<file path="config.mk">
export PLATFORM = sky130hd
export DESIGN_NAME = burst_master_port
export DESIGN_NICKNAME = d
export VERILOG_FILES = /design/src/rtl/burst_master_port.sv
export SDC_FILE = /design/constraint.sdc
export NUM_CORES = 1
export LEC_CHECK = 0
export CAP_MARGIN = 20
export CORE_MARGIN = 2
export CORE_UTILIZATION = 57
export DETAILED_ROUTE_END_ITERATION = 8
export GPL_TIMING_DRIVEN = 0
export PLACE_DENSITY = 0.95
export SYNTH_ARGS = -nofsm -noshare
export SYNTH_HDL_FRONTEND = slang
export SYNTH_SLANG_ARGS = --single-unit
export TNS_END_PERCENT = 50
</file>
<file path="constraint.sdc">
create_clock -name clk -period 4.6 [get_ports clk]
set_clock_uncertainty 0.15 [all_clocks]
set_input_delay 0.46 -clock clk [delete_from_list [all_inputs] [get_ports clk]]
set_output_delay 0.46 -clock clk [all_outputs]
set_load 0.005 [all_outputs]
</file>
<file path="src/rtl/burst_master_port.sv">
// Serial burst master: bus request, device/memory address phases,
// MSB-first write/read beats with split hold, timeout and retry.
module burst_master_port #(
  parameter int DATA_W  = 8,
  parameter int ADDR_W  = 16,
  parameter int DEV_W   = 4,
  parameter int LEN_W   = 4,
  parameter int TIMEOUT = 64,
  parameter int RETRIES = 3
) (
  input  logic              clk,
  input  logic              rstn,
  output logic              mode,
  output logic              wr_bus,
  input  logic              rd_bus,
  input  logic              ack,
  output logic              master_valid,
  input  logic              slave_ready,
  output logic              master_ready,
  input  logic              slave_valid,
  output logic              breq,
  input  logic              bgrant,
  input  logic              split,
  input  logic [ADDR_W-1:0] m_addr,
  input  logic              m_mode,
  input  logic [LEN_W-1:0]  m_len,
  input  logic              m_start,
  input  logic [DATA_W-1:0] m_wr_data,
  output logic              m_wr_req,
  output logic [DATA_W-1:0] m_rd_data,
  output logic              m_rd_valid,
  output logic              m_done,
  output logic              m_err,
  output logic              m_busy
);

  localparam int MAXW = (ADDR_W > DATA_W) ? ADDR_W : DATA_W;
  localparam int CW   = $clog2(MAXW);
  localparam int TW   = $clog2(TIMEOUT) + 1;
  localparam int RW   = $clog2(RETRIES + 1) + 1;

  localparam logic [CW-1:0] DEV_LAST = CW'(DEV_W - 1);
  localparam logic [CW-1:0] MEM_LAST = CW'(ADDR_W - DEV_W - 1);
  localparam logic [CW-1:0] DAT_LAST = CW'(DATA_W - 1);
  localparam logic [TW-1:0] TO_LAST  = TW'(TIMEOUT - 1);
  localparam logic [RW-1:0] RT_MAX   = RW'(RETRIES);

  typedef enum logic [3:0] {
    S_IDLE, S_REQ, S_FETCH, S_ADDR_DEV, S_ADDR_MEM,
    S_WR_DATA, S_RD_DATA, S_SPLIT, S_TOUT, S_DONE
  } state_e;

  state_e            state_q, state_d;
  logic [ADDR_W-1:0] addr_q, addr_d;
  logic [DATA_W-1:0] data_q, data_d;
  logic [DATA_W-1:0] rdata_q, rdata_d;
  logic [CW-1:0]     cnt_q, cnt_d;
  logic [LEN_W-1:0]  beat_q, beat_d;
  logic [TW-1:0]     tout_q, tout_d;
  logic [RW-1:0]     retry_q, retry_d;
  logic              mode_q, mode_d;
  logic              err_q, err_d;
  logic              rvld_q, rvld_d;
  logic              snd, rcv, wr_load;

  assign master_valid = (state_q == S_ADDR_DEV) |
                        (state_q == S_ADDR_MEM) |
                        (state_q == S_WR_DATA);
  assign master_ready = (state_q == S_RD_DATA);
  assign breq = !((state_q == S_IDLE) |
                  (state_q == S_TOUT) |
                  (state_q == S_DONE));
  assign wr_bus = (state_q == S_WR_DATA) ? data_q[DATA_W-1]
                                         : addr_q[ADDR_W-1];
  assign snd        = master_valid & slave_ready;
  assign rcv        = master_ready & slave_valid;
  assign mode       = mode_q;
  assign m_wr_req   = wr_load;
  assign m_rd_data  = rdata_q;
  assign m_rd_valid = rvld_q;
  assign m_done     = (state_q == S_DONE);
  assign m_err      = err_q;
  assign m_busy     = (state_q != S_IDLE);

  always_comb begin
    state_d = state_q;
    addr_d  = addr_q;
    data_d  = data_q;
    rdata_d = rdata_q;
    cnt_d   = cnt_q;
    beat_d  = beat_q;
    tout_d  = tout_q;
    retry_d = retry_q;
    mode_d  = mode_q;
    err_d   = err_q;
    rvld_d  = 1'b0;
    wr_load = 1'b0;
    unique case (state_q)
      S_IDLE: if (m_start) state_d = S_REQ;
      S_REQ: begin
        cnt_d  = '0;
        tout_d = '0;
        if (bgrant) state_d = S_FETCH;
      end
      S_FETCH: begin
        addr_d  = m_addr;
        mode_d  = m_mode;
        beat_d  = m_len;
        err_d   = 1'b0;
        cnt_d   = '0;
        state_d = S_ADDR_DEV;
      end
      S_ADDR_DEV: begin
        tout_d = tout_q + 1'b1;
        if (snd) begin
          addr_d = {addr_q[ADDR_W-2:0], 1'b0};
          cnt_d  = cnt_q + 1'b1;
        end
        if (snd && cnt_q == DEV_LAST) begin
          cnt_d = '0;
          if (ack) begin
            state_d = S_ADDR_MEM;
          end else begin
            err_d   = 1'b1;
            state_d = S_DONE;
          end
        end else if (tout_q == TO_LAST) begin
          state_d = S_TOUT;
        end
      end
      S_ADDR_MEM: if (snd) begin
        addr_d = {addr_q[ADDR_W-2:0], 1'b0};
        cnt_d  = cnt_q + 1'b1;
        if (cnt_q == MEM_LAST) begin
          cnt_d = '0;
          if (mode_q) begin
            wr_load = 1'b1;
            state_d = S_WR_DATA;
          end else begin
            state_d = S_RD_DATA;
          end
        end
      end
      S_WR_DATA: if (snd) begin
        data_d = {data_q[DATA_W-2:0], 1'b0};
        cnt_d  = cnt_q + 1'b1;
        if (cnt_q == DAT_LAST) begin
          cnt_d = '0;
          if (beat_q != '0) begin
            beat_d  = beat_q - 1'b1;
            wr_load = 1'b1;
          end else begin
            state_d = S_DONE;
          end
        end
      end
      S_RD_DATA: begin
        if (rcv) begin
          data_d = {data_q[DATA_W-2:0], rd_bus};
          cnt_d  = cnt_q + 1'b1;
          if (cnt_q == DAT_LAST) begin
            cnt_d   = '0;
            rdata_d = {data_q[DATA_W-2:0], rd_bus};
            rvld_d  = 1'b1;
            if (beat_q != '0) beat_d = beat_q - 1'b1;
            else state_d = S_DONE;
          end
        end
        // a bit offered alongside split is still taken
        if (split && state_d == S_RD_DATA) state_d = S_SPLIT;
      end
      S_SPLIT: if (!split) state_d = S_RD_DATA;
      S_TOUT: begin
        retry_d = retry_q + 1'b1;
        if (retry_q < RT_MAX) begin
          state_d = S_REQ;
        end else begin
          err_d   = 1'b1;
          state_d = S_DONE;
        end
      end
      S_DONE: begin
        retry_d = '0;
        tout_d  = '0;
        state_d = S_IDLE;
      end
      default: state_d = S_IDLE;
    endcase
    if (wr_load) data_d = m_wr_data;
  end

  always_ff @(posedge clk or negedge rstn) begin
    if (!rstn) begin
      state_q <= S_IDLE;
      addr_q  <= '0;
      data_q  <= '0;
      rdata_q <= '0;
      cnt_q   <= '0;
      beat_q  <= '0;
      tout_q  <= '0;
      retry_q <= '0;
      mode_q  <= 1'b0;
      err_q   <= 1'b0;
      rvld_q  <= 1'b0;
    end else begin
      state_q <= state_d;
      addr_q  <= addr_d;
      data_q  <= data_d;
      rdata_q <= rdata_d;
      cnt_q   <= cnt_d;
      beat_q  <= beat_d;
      tout_q  <= tout_d;
      retry_q <= retry_d;
      mode_q  <= mode_d;
      err_q   <= err_d;
      rvld_q  <= rvld_d;
    end
  end

endmodule

</file>
## Word-level counts from Yosys, hierarchy flattened

Index checks and enable logic that the tools add are counted.

- Reductions and logical operators: 23
- Equality and inequality tests: 29
- Order comparisons: 1
- Mux-type cells: 53
- Add/subtract/negate cells: 4
- Bitwise logic cells: 6

Operators with widths:

| cell | count |
|---|---|
| $mux W4 | 26 |
| $pmux W4 S9 | 1 |
| $pmux W16 S2 | 1 |
| $eq A4 B3 Y1 const B | 6 |
| $mux W8 | 3 |
| $pmux W4 S5 | 1 |
| $mux W16 | 1 |
| $pmux W8 S2 | 1 |
| $ne A2 B2 Y1 const B | 7 |
| $pmux W7 S2 | 1 |
| $mux W1 | 13 |
| $eq A4 B2 Y1 const B | 3 |
| $eq A4 B4 Y1 const B | 3 |
| $pmux W4 S3 | 1 |
| $reduce_and A3 Y1 | 3 |
| $reduce_bool A3 Y1 | 3 |
| $ne A2 B1 Y1 const B | 4 |
| $reduce_bool A4 Y1 | 2 |
| $add A7 B1 Y7 const B | 1 |
| $eq A7 B6 Y1 const B | 1 |
| $reduce_and A7 Y1 | 1 |
| $ne A3 B1 Y1 const B | 2 |
| $pmux W3 S2 | 1 |
| $reduce_bool A2 Y1 | 3 |
| 20 further kinds | 27 |

- Input bits: 38
- Flip-flop bits (word level): 57
- Output and inout port bits: 18

## Longest topological paths before layout

- Depth in word-level cells: 9
- Mapped depth: 9
- Gate-level depth less buffers: 7

## Least setup slack after synthesis

OpenSTA, ideal clock, no wires.

- Path type: register to output
- From: register beat_q[0]
- To: output port m_wr_req
- Stages on the path, launching flop included: 8
- Data arrival time: 1675 ps
- Buffers on the path: 2
- Setup slack: 2315 ps
- Required time: 3990 ps
- Path through: dfrtp_1 inv_1 ha_1 or3b_1 a32o_1 and3_1 buf_6 clkbuf_8

- Longest elaborated chain between the ends: 5

RTL lines:

| what | RTL line | text |
|---|---|---|
| from (decl) | 58 | `logic [LEN_W-1:0] beat_q, beat_d;` |
| from (signal assigned) | 211 | `beat_q <= beat_d;` |
| $reduce_bool A4 Y1 | 149 | `if (beat_q != '0) begin` |
| $mux W1 | 149 |  |
| $mux W1 | 147 | `if (cnt_q == DAT_LAST) begin` |
| $mux W1 | 144 | `S_WR_DATA: if (snd) begin` |
| $pmux W1 S2 | 98 | `unique case (state_q)` |
| to (decl) | 29 | `output logic m_wr_req,` |

No other way between the ends.

## Worst setup path after layout

Ends and elaborated chain as after synthesis.

==> results.tsv <==
metric	value	unit
initial antenna violation count	0	
Final HPWL DP	5480	um
final setup vio count	0	
nets	434	
Yosys top cell area share	44.9	%
Setup WS pre-CTS	1690	ps
largest net degree at the start of global routing	33	
worst slew pin tran	793	ps
DRT Wirelength	7420	um
Synth Area in Adders	1.57	%
Worst VDD drop	0.409	mV
Final ANT Viol Nets	0	
Post-CTS Repair Setup Buffers	0	
commonest non-fill, non-tap cell in the layout	dfrtp_1	
vias in the first global route	2616	
share of cells above drive strength 1	14.4	%
syn_area_per_cell	9.81	um2
fin crit period	3240	ps
Reg clk slew, reported paths	60	ps
CTS Buf Count	9	
CTS max path bufs	2	
full die area	0.00619	mm2
P_leak	1.72	nW
core area	0.00544	mm2
Placement Rows	27	
uppermost layer routed	met4	
WL met3	338	um
Yosys top cell by area	dfrtp_1	
WL met1	3250	um
Critical Path RT	3990	ps
WL per Instance	15.9	um
Hold Path Depth	2	
R2R cell count	8	
net switching power figure	0.000818	W
largest family of logic cells by synthesized area	simple AND/OR/NAND/NOR gates	
CTS tree	built	
yosys warns	0	
commonest cells after routing, fill and taps aside	dfrtp_1, clkdlybuf4s50_1, nand2_1, nor2_1	
Post-synth EDFFs	0	
Crit. End Element	output port	
synth unique cells	65	
Sink Count	57	
n_diodes	0	
fin util	73.9	%
Die Y-Extent	78.7	um
power share of the sequential group	34.2	%
Seq cells post-synth	57	
cell-internal power	0.00133	W
DR iter-0 viols	173	
Overall Global Routing Usage	25.7	%
# DRC	0	
Die Width	78.7	um
WP data arrival	2630	ps
relative slew slack	46.7	%
io pins	56	
top cells by area, synth	dfrtp_1, nand2_1, mux2i_1	
Post-synth top flop	dfrtp_1	
fmax	0.309	GHz
Net Sw Frac	38.1	%
htree depth	3	
via count	2724	
Syn Std Cell Area	0.00318	mm2
HP Class	flip-flop to flip-flop	
PortBufs	55	
setup slack after layout	1360	ps
max cap viols	0	
Slew Limit Fails	0	
simple-gate area share of the yosys netlist	20.7	%
met2 wire len	3680	um
Comb pwr share	45.4	%
Clock power frac	20.3	%
first drt pass iteration count	4	
setup TNS	0	ps
asr flop ratio synth	100	%
initial cell density of the core	58.5	%
Power, Total	0.00215	W
RSZ-0062 raised after global routing	no	
Cell Pwr Density	534	mW/mm2
CP max FO	10	
Synth Area in XOR/XNOR	1.61	%
Mapped Nets	366	
drt via density	5.82	
Area growth syn-to-layout	26.5	%
status	complete, no violations	
Worst setup SP type	flip-flop	
grt total ovfl	0	
period utilization	70.4	%
GPL Wtd Cong	0.956	
Seq/Total Area, Yosys	44.9	%
Crit Path Class	flip-flop to output port	
first-pass GRT wire length	12300	um
Root Driver	clkbuf_8	
mux cell area share after synthesis	9.72	%
Post-Synthesis Cells	324	
Synth Area in Compound Gates	16.8	%
Final Hold Viols	0	
Skew-Pair Late Insertion Delay	340	ps
==> power by group through the flow <==
stage	Sequential (W)	Combinational [W]	Clock, W
after global routing	0.000746	0.00107	0.000468
after detailed placement	0.000738	0.000968	0
after floorplan	0.000709	0.000713	0
after CTS	0.000731	0.000972	0.000441
after global placement	0.000728	0.000930	0
final	0.000734	0.000975	0.000436
==> cells in the mapped netlist, types with 7 or more instances <==
cell	instances
a21oi_1	11
buf_2	7
dfrtp_1	57
inv_1	8
mux2_2	11
mux2i_1	17
nand2_1	48
nand3_1	10
nor2_1	18
o211ai_1	7
o21ai_0	12
o21ai_1	17
==> cells by family (layout without fill, tap and decap cells) <==
| group | Yosys count | in the layout |
|---|---|---|
| AOI/OAI and AO/OA | 78 | 78 |
| xor gates and xnor gates | 5 | 5 |
| adders and majority gates | 4 | 4 |
| buffers and inverters | 26 | 98 |
| DFF | 57 | 57 |
| muxes | 29 | 29 |
| and+or+nand+nor | 125 | 125 |
==> metal layers <==
metal,GRT usage (%),vias up
li1,-,1296
met1,33.3,1331
met2,42.5,80
met3,4.48,17
met4,11.2,0
met5,0,-
==> critical path: stages (launching register included) <==
cell and delay [ps]:
dfrtp_1 410, inv_1 80, ha_1 190, or3b_1 410
a32o_1 290, and3_1 180, buf_6 130, clkbuf_8 150
clkdlybuf4s50_1 450
==> final cells by class <==
type                            instances  area [um2]
Buffer                                 18         120
Fill cell                             395        1420
Inverter                                8        30.0
Timing Repair Buffer                   57         576
Multi-Input combinational cell        241        1600
Clock inverter                          4        45.0
Tap cell                               72        90.1
Sequential cell                        57        1430
Clock buffer                           11         131
==> stage by stage <==
step / std cells / hold slack (ps) / instance area [um2]
floorplan: 324 / 14.4 / 3180
global placement: 451 / 318 / 3820
detailed placement: 452 / 328 / 3830
CTS: 468 / 342 / 4020
global route: 468 / 362 / 4020
finish: 468 / 340 / 4020
==> state kept, by name (all words and copies together) (netlist names), 3 cells and up <==
name and flops:
data_q 8, state_q 4, addr_q 16, cnt_q 4, retry_q 3, m_rd_data 8
tout_q 7, beat_q 4
==> repair_timing <==
action	CTS	global route
hold buffers	1	0
hold endpoints to repair	25	0
resized for setup	0	0
==> final timing paths <==
check | to | slack, ps | from
max in group asynchronous | addr_q[15]$_DFFE_PN0P_ | 3210 | rstn
hold / removal | addr_q[11]$_DFFE_PN0P_ | 340 | addr_q[11]$_DFFE_PN0P_
hold reg to reg | addr_q[11]$_DFFE_PN0P_ | 340 | addr_q[11]$_DFFE_PN0P_
min in group asynchronous | m_rd_valid$_DFF_PN0_ | 510 | rstn
setup / recovery | m_wr_req | 1360 | beat_q[0]$_DFFE_PN0P_
setup reg to reg | data_q[5]$_DFFE_PN0P_ | 2300 | beat_q[0]$_DFFE_PN0P_
(Power assumes the default switching activity.)
